## config.mk

```make
export PLATFORM = sky130hd
export DESIGN_NAME = pkt_sche_mq_flat
export DESIGN_NICKNAME = d
export VERILOG_FILES = /design/src/rtl/pkt_sche_mq_if.sv /design/src/rtl/pkt_sche_mq.sv /design/src/flat_wrapper.sv
export SDC_FILE = /design/constraint.sdc
export NUM_CORES = 2
export LEC_CHECK = 0
export ABC_AREA = 1
export BUFFER_PORTS_ARGS = -buffer_cell sky130_fd_sc_hd__buf_2
export CELL_PAD_IN_SITES_DETAIL_PLACEMENT = 0
export CELL_PAD_IN_SITES_GLOBAL_PLACEMENT = 2
export CORE_ASPECT_RATIO = 2
export CORE_MARGIN = 10
export CORE_UTILIZATION = 43
export DETAILED_ROUTE_END_ITERATION = 8
export MAX_ROUTING_LAYER = met4
export PLACE_DENSITY = 0.81
export SKIP_CTS_REPAIR_TIMING = 1
export SLEW_MARGIN = 30
export SYNTH_ARGS = -nofsm -noshare
export SYNTH_HDL_FRONTEND = slang
export SYNTH_SLANG_ARGS = --single-unit
```

## constraint.sdc

```tcl
create_clock -name clk -period 4.1 [get_ports clk]
set_input_delay 0.41 -clock clk [delete_from_list [all_inputs] [get_ports clk]]
set_output_delay 0.41 -clock clk [all_outputs]
set_load 0.02 [all_outputs]
```

## src/rtl/pkt_sche_mq_if.sv

```systemverilog
// Handshake bundle between the multi-queue scheduler and its producer/consumer.
// The slave modport is the scheduler side.
interface pkt_sche_mq_if #(
    parameter int DWIDTH    = 32,
    parameter int NUM_CLASS = 4
);
    localparam int CW = $clog2(NUM_CLASS);

    logic              ready;
    logic              in_enque_en;
    logic              in_ugr_en;
    logic [CW-1:0]     in_class;
    logic [DWIDTH-1:0] in_data;
    logic              in_accept;
    logic              out_valid;
    logic              out_deque_en;
    logic [DWIDTH-1:0] out_data;
    logic [CW-1:0]     out_class;
    logic              out_ugr;
    logic [15:0]       drop_cnt;

    modport slave (
        input  in_enque_en, in_ugr_en, in_class, in_data, out_deque_en,
        output ready, in_accept, out_valid, out_data, out_class, out_ugr,
        drop_cnt
    );

    modport master (
        output in_enque_en, in_ugr_en, in_class, in_data, out_deque_en,
        input  ready, in_accept, out_valid, out_data, out_class, out_ugr,
        drop_cnt
    );
endinterface

```

## src/rtl/pkt_sche_mq.sv

```systemverilog
// Multi-queue packet scheduler: per-class FIFOs plus an urgent FIFO feeding
// a single output register, strict-priority or round-robin between classes.
module pkt_sche_mq #(
    parameter int DWIDTH      = 32,
    parameter int NUM_CLASS   = 4,
    parameter int QUEUE_DEPTH = 16,
    parameter int MODE        = 0
) (
    input  logic         clk,
    input  logic         rst,
    pkt_sche_mq_if.slave bus
);
    localparam int CW   = $clog2(NUM_CLASS);
    localparam int NQ   = NUM_CLASS + 1;
    localparam int QW   = $clog2(NQ);
    localparam int AW   = $clog2(QUEUE_DEPTH);
    localparam int CNTW = AW + 1;

    localparam logic [AW-1:0]   P_ONE  = 1;
    localparam logic [AW:0]     C_ONE  = 1;
    localparam logic [AW:0]     C_FULL = CNTW'(QUEUE_DEPTH);
    localparam logic [CW-1:0]   R_ONE  = 1;
    localparam logic [QW-1:0]   UQ     = QW'(NUM_CLASS);

    // Queue NUM_CLASS is the urgent queue.
    logic [DWIDTH-1:0] mem [NQ][QUEUE_DEPTH];

    logic [AW-1:0]     wr_ptr_q [NQ];
    logic [AW-1:0]     wr_ptr_d [NQ];
    logic [AW-1:0]     rd_ptr_q [NQ];
    logic [AW-1:0]     rd_ptr_d [NQ];
    logic [AW:0]       cnt_q    [NQ];
    logic [AW:0]       cnt_d    [NQ];
    logic [CW-1:0]     rr_ptr_q, rr_ptr_d;
    logic [15:0]       drop_q, drop_d;
    logic              ready_q, ready_d;
    logic              out_valid_q, out_valid_d;
    logic              out_ugr_q, out_ugr_d;
    logic [DWIDTH-1:0] out_data_q, out_data_d;
    logic [CW-1:0]     out_class_q, out_class_d;

    logic [CW-1:0]     cls;
    logic [QW-1:0]     tgt;
    logic [QW-1:0]     sel;
    logic [NQ-1:0]     nonempty;
    logic              full, accept, push, load, found;
    logic              push_i, pop_i;
    int                idx;

    always_comb begin
        cls = bus.in_class;
        if (int'(bus.in_class) >= NUM_CLASS) cls = CW'(NUM_CLASS - 1);
        tgt    = bus.in_ugr_en ? UQ : QW'(cls);
        full   = (cnt_q[tgt] == C_FULL);
        accept = ready_q && !full;
        push   = bus.in_enque_en && accept;
    end

    // Urgent always wins; classes scan from 0 or from rr_ptr cyclically.
    always_comb begin
        for (int i = 0; i < NQ; i++) nonempty[i] = (cnt_q[i] != '0);
        sel   = UQ;
        found = 1'b0;
        idx   = 0;
        if (!nonempty[NUM_CLASS]) begin
            for (int k = 0; k < NUM_CLASS; k++) begin
                idx = (MODE == 1) ? (int'(rr_ptr_q) + k) % NUM_CLASS : k;
                if (!found && nonempty[idx]) begin
                    found = 1'b1;
                    sel   = QW'(idx);
                end
            end
        end
        load = (!out_valid_q || bus.out_deque_en) && (|nonempty);
    end

    always_comb begin
        ready_d = 1'b1;
        drop_d  = drop_q;
        if (bus.in_enque_en && ready_q && full && drop_q != 16'hFFFF)
            drop_d = drop_q + 16'd1;
        push_i = 1'b0;
        pop_i  = 1'b0;
        for (int i = 0; i < NQ; i++) begin
            push_i      = push && (tgt == QW'(i));
            pop_i       = load && (sel == QW'(i));
            wr_ptr_d[i] = push_i ? wr_ptr_q[i] + P_ONE : wr_ptr_q[i];
            rd_ptr_d[i] = pop_i ? rd_ptr_q[i] + P_ONE : rd_ptr_q[i];
            cnt_d[i]    = cnt_q[i];
            if (push_i && !pop_i) cnt_d[i] = cnt_q[i] + C_ONE;
            if (pop_i && !push_i) cnt_d[i] = cnt_q[i] - C_ONE;
        end
        out_valid_d = out_valid_q;
        out_data_d  = out_data_q;
        out_class_d = out_class_q;
        out_ugr_d   = out_ugr_q;
        rr_ptr_d    = rr_ptr_q;
        if (load) begin
            out_valid_d = 1'b1;
            out_data_d  = mem[sel][rd_ptr_q[sel]];
            out_ugr_d   = (sel == UQ);
            out_class_d = (sel == UQ) ? '0 : CW'(sel);
            if (sel != UQ)
                rr_ptr_d = (int'(sel) == NUM_CLASS - 1) ? '0 : CW'(sel) + R_ONE;
        end else if (bus.out_deque_en) begin
            out_valid_d = 1'b0;
        end
    end

    always_ff @(posedge clk or posedge rst) begin
        if (rst) begin
            for (int i = 0; i < NQ; i++) begin
                wr_ptr_q[i] <= '0;
                rd_ptr_q[i] <= '0;
                cnt_q[i]    <= '0;
            end
            rr_ptr_q    <= '0;
            drop_q      <= '0;
            ready_q     <= 1'b0;
            out_valid_q <= 1'b0;
            out_ugr_q   <= 1'b0;
            out_data_q  <= '0;
            out_class_q <= '0;
        end else begin
            for (int i = 0; i < NQ; i++) begin
                wr_ptr_q[i] <= wr_ptr_d[i];
                rd_ptr_q[i] <= rd_ptr_d[i];
                cnt_q[i]    <= cnt_d[i];
            end
            rr_ptr_q    <= rr_ptr_d;
            drop_q      <= drop_d;
            ready_q     <= ready_d;
            out_valid_q <= out_valid_d;
            out_ugr_q   <= out_ugr_d;
            out_data_q  <= out_data_d;
            out_class_q <= out_class_d;
        end
    end

    // Storage needs no reset: occupancy counters gate every read.
    always_ff @(posedge clk) begin
        if (push) mem[tgt][wr_ptr_q[tgt]] <= bus.in_data;
    end

    assign bus.ready     = ready_q;
    assign bus.in_accept = accept;
    assign bus.out_valid = out_valid_q;
    assign bus.out_data  = out_data_q;
    assign bus.out_class = out_class_q;
    assign bus.out_ugr   = out_ugr_q;
    assign bus.drop_cnt  = drop_q;
endmodule
```

## src/flat_wrapper.sv

```systemverilog
// flat-port wrapper written by rule: the top's interface ports become plain ports
module pkt_sche_mq_flat 
#(
    parameter int DWIDTH      = 32,
    parameter int NUM_CLASS   = 4,
    parameter int QUEUE_DEPTH = 16,
    parameter int MODE        = 0
)
  (clk, rst, bus_in_enque_en, bus_in_ugr_en, bus_in_class, bus_in_data, bus_out_deque_en, bus_ready, bus_in_accept, bus_out_valid, bus_out_data, bus_out_class, bus_out_ugr, bus_drop_cnt);
  pkt_sche_mq_if #(.DWIDTH(DWIDTH), .NUM_CLASS(NUM_CLASS)) bus_i ();
  input  logic clk;
  input  logic rst;
  input wire logic [$bits(bus_i.in_enque_en)-1:0] bus_in_enque_en;
  input wire logic [$bits(bus_i.in_ugr_en)-1:0] bus_in_ugr_en;
  input wire logic [$bits(bus_i.in_class)-1:0] bus_in_class;
  input wire logic [$bits(bus_i.in_data)-1:0] bus_in_data;
  input wire logic [$bits(bus_i.out_deque_en)-1:0] bus_out_deque_en;
  output wire logic [$bits(bus_i.ready)-1:0] bus_ready;
  output wire logic [$bits(bus_i.in_accept)-1:0] bus_in_accept;
  output wire logic [$bits(bus_i.out_valid)-1:0] bus_out_valid;
  output wire logic [$bits(bus_i.out_data)-1:0] bus_out_data;
  output wire logic [$bits(bus_i.out_class)-1:0] bus_out_class;
  output wire logic [$bits(bus_i.out_ugr)-1:0] bus_out_ugr;
  output wire logic [$bits(bus_i.drop_cnt)-1:0] bus_drop_cnt;
  assign bus_i.in_enque_en = bus_in_enque_en;
  assign bus_i.in_ugr_en = bus_in_ugr_en;
  assign bus_i.in_class = bus_in_class;
  assign bus_i.in_data = bus_in_data;
  assign bus_i.out_deque_en = bus_out_deque_en;
  assign bus_ready = bus_i.ready;
  assign bus_in_accept = bus_i.in_accept;
  assign bus_out_valid = bus_i.out_valid;
  assign bus_out_data = bus_i.out_data;
  assign bus_out_class = bus_i.out_class;
  assign bus_out_ugr = bus_i.out_ugr;
  assign bus_drop_cnt = bus_i.drop_cnt;
  pkt_sche_mq #(.DWIDTH(DWIDTH), .NUM_CLASS(NUM_CLASS), .QUEUE_DEPTH(QUEUE_DEPTH), .MODE(MODE)) u_core (.clk(clk), .rst(rst), .bus(bus_i));
endmodule
```

==> impl_results.md <==
- CTS Buf Count: approximately 240
- Clk slew on worst S/H paths: about 0.07 ns
- Count leader, synth: nand2_1
- Cell Pwr Density: 556.1 nW/um^2
- Sequential share of the synthesized area: 0.6995
- Fin crit period: 3.892 ns
- Peak VDD IR: approximately 640 uV
- Crit path max fanout: 54
- Post-synth EDFFs: between 2k and 3k
- Most area-consuming cells after synthesis: edfxtp_1 67%, nand2_1 9.9%, nand3_1 5.1%
- F_max: 257.0 MHz
- Routed wire length: 380.2 mm
- Via count: about 79k
- Area grow syn2layout: 13.44%
- Period Utilization, post-route: 0.9492
- Clk sinks: approximately 2.7k
- Final instance area: approximately 130,000 um^2
- Port buffer count: 92
- WP data required: 4.95 ns
- Post-synthesis cell count: around 10k
- Routed vias/inst: about 5.6
- CP Buf/Inv Count: 3
- Setup TNS: 0 ns
- Initial Utilization: 0.4318
- DP HPWL: approximately 220 mm
- Routed WL per cell: about 27 um
- CTS tree: built
- Status: finished, violations left
- Root buf cell: clkbuf_16
- Share of post-route cells with drive strength above 1: 0.1124
- Most used DFF post-synth: edfxtp_1
- Residual DRC: 0
- Post-Syn Nets: approximately 10k
- Area leader, netlist: edfxtp_1
- Antenna-violating nets left: 0
- CP startpoint kind: register
- Top cells by count, synth: 3,021 x nand2_1, 2,560 x edfxtp_1, 1,167 x nand3_1, 959 x nor2_1, 724 x nand4_1
- Count of final hold-check violations: 5
- DRT iter0 DRCs: roughly 7.2k
- CP cell instances: nor2_1, nand3_1, nand2_2, nand2_8, nand2_8, buf_12, buf_12, buf_12, nand3_1, nand4_1, nand2_1, nand2_1, nand3_1, nand3_1, nand3_1, nand2_1, nand2_1, nand2_1
- Worst Skew: 0.07366 ns
- # setup viols final: 0
- Tightest Hold Check Type: primary input to register
- Slew Viols, Final: 0
- GP Congestion: 0.8633
- Placed Area: between 100,000 and 150,000 um^2
- Fin cells: between 10k and 15k
- Failing checks: hold timing
- Number of global-route vias before repair: a little under 80k
- I/O pin count: a little over 90
- Worst reg2reg setup slack: 0.21 ns
- First-pass GRT wire length: 549.6 mm
- Area of the core: about 260,000 um^2
- Drt first pass iters: 6
- Unrepaired setup endpoints after global routing: no
- Initial antenna violation count: 12
- Place WS: 0.07002 ns
- Netlist cell types: 47
- Clock Latency Late Sink: between 0.9 and 1 ns
- Final worst slack: ~0.21 ns
- WHS: -0.01557 ns
- Worst Tran Pin Value: around 1.0 ns
- Syn Std Cell Area: approximately 110,000 um^2
- GR Util All Layers: 0.2656
- Kind of cell adding the most delay to the critical path: simple AND/OR/NAND/NOR gates
- H-tree depth: 4
- Die H: between 700 and 800 um
- GRT overflow: 0
- Maximum clock path buffer count: 4
- DIE AREA: approximately 290,000 um^2
- Post-synth ARST share: 0.04406
- Share of the synthesized area in the top cell type: 0.6737
- Total leakage power: just under 50 nW
- Avg Inst Size Synth: ~11 um^2
- Width of the chip: between 300 and 400 um
- Yosys warning total: 0
- Critical path's slowest cell: dfrtp_1
- Placed Cells: approximately 14k
- Pin count of the biggest net entering global routing: between 100 and 150
- Max-cap violations: 0
- Crit path largest cell delay: 0.44 ns
- Final nets: roughly 10k
- # rows: approximately 270
- Worst Setup End Kind: register
- Critical setup path kind: register to register
- Post-synthesis register bit count: about 2.7k
- Slew margin rel.: 0.3328
- Crit path DAT: 4.74 ns
## registers in the layout, summed over array words and instances (netlist names)
register              count
u_core.bus.ready          1
u_core.bus.out_data      32
u_core.mem             2560
u_core.bus.drop_cnt      16
u_core.bus.out_valid      1
u_core.rd_ptr_q          20
u_core.bus.out_class      2
u_core.bus.out_ugr        1
u_core.cnt_q             25
u_core.wr_ptr_q          20
## final timing paths
kind | end | cells past startpoint | startpoint
max in group asynchronous | u_core.rd_ptr_q[16] | 4 | rst
setup / recovery | u_core.bus.out_data[7] | 18 | u_core.cnt_q[6]
hold / removal | u_core.mem[0][383] | 1 | bus_in_data[31]
hold reg to reg | u_core.cnt_q[19] | 1 | u_core.cnt_q[19]
setup reg to reg | u_core.bus.out_data[7] | 18 | u_core.cnt_q[6]
min in group asynchronous | u_core.bus.drop_cnt[4] | 3 | rst
## logic make-up (layout without fill, tap and decap cells)
group,count (synthesis),after routing,synth area share
buffers and inverters,1126,1369,0.04265
other,1,8,0.00003286
adder cells (fa/ha/maj),36,36,0.004276
flip-flops,2678,2678,0.6995
AND/OR/NAND/NOR,6244,6244,0.2429
XOR/XNOR,48,48,0.003684
AO/OA/AOI/OAI,143,143,0.006875
## placed cells by master, fill, tap and decap left out, types with 26 or more instances in the layout
master     count
nand2_1     3018
clkinv_1      47
clkbuf_16    242
nand3_1     1166
nand4_1      724
xor2_1        27
or2_2        236
clkinv_2      32
o21ai_0       37
nor2_4        84
edfxtp_1    2560
o21ai_1       33
nor2_1       879
clkbuf_1      47
buf_12       162
or2_1         45
inv_1        439
dfrtp_1      118
ha_1          31
a21oi_1       44
or2_0         57
bufinv_16     26
buf_2         65
buf_4        232
## per-stage QoR
| stage | power (W) | util |
|---|---|---|
| after floorplan | 0.04062 | - |
| after global placement | 0.04934 | 0.4594 |
| after detailed placement | 0.04942 | 0.4597 |
| after CTS | 0.07225 | 0.4893 |
| after global routing | 0.07434 | 0.4899 |
| final | 0.07199 | 0.4899 |
## area by class of cell
type | count | area (um^2)
Clock inverter | 127 | 1334
Clock buffer | 307 | 6480
Tap cell | 3497 | 4375
Timing Repair Buffer | 480 | 5574
Inverter | 455 | 1739
Fill cell | 23390 | 134800
Multi-Input combinational cell | 6472 | 30110
Antenna cell | 7 | 17.52
Sequential cell | 2678 | 79830
## power by group
part	leakage, nW	switching (W)	internal [W]
sequential	24.5	0.000803	0.0305
clock	3.79	0.0103	0.0128
combinational	20.2	0.0133	0.00433
## routing by layer
| metal | global-route usage | wire, um |
|---|---|---|
| met5 | - | 0 |
| met4 | 0.1071 | 17150 |
| met2 | 0.4765 | 202300 |
| met1 | 0.3001 | 138300 |
| met3 | 0.02868 | 22430 |
No activity file was read; power rests on OpenSTA's default activity.
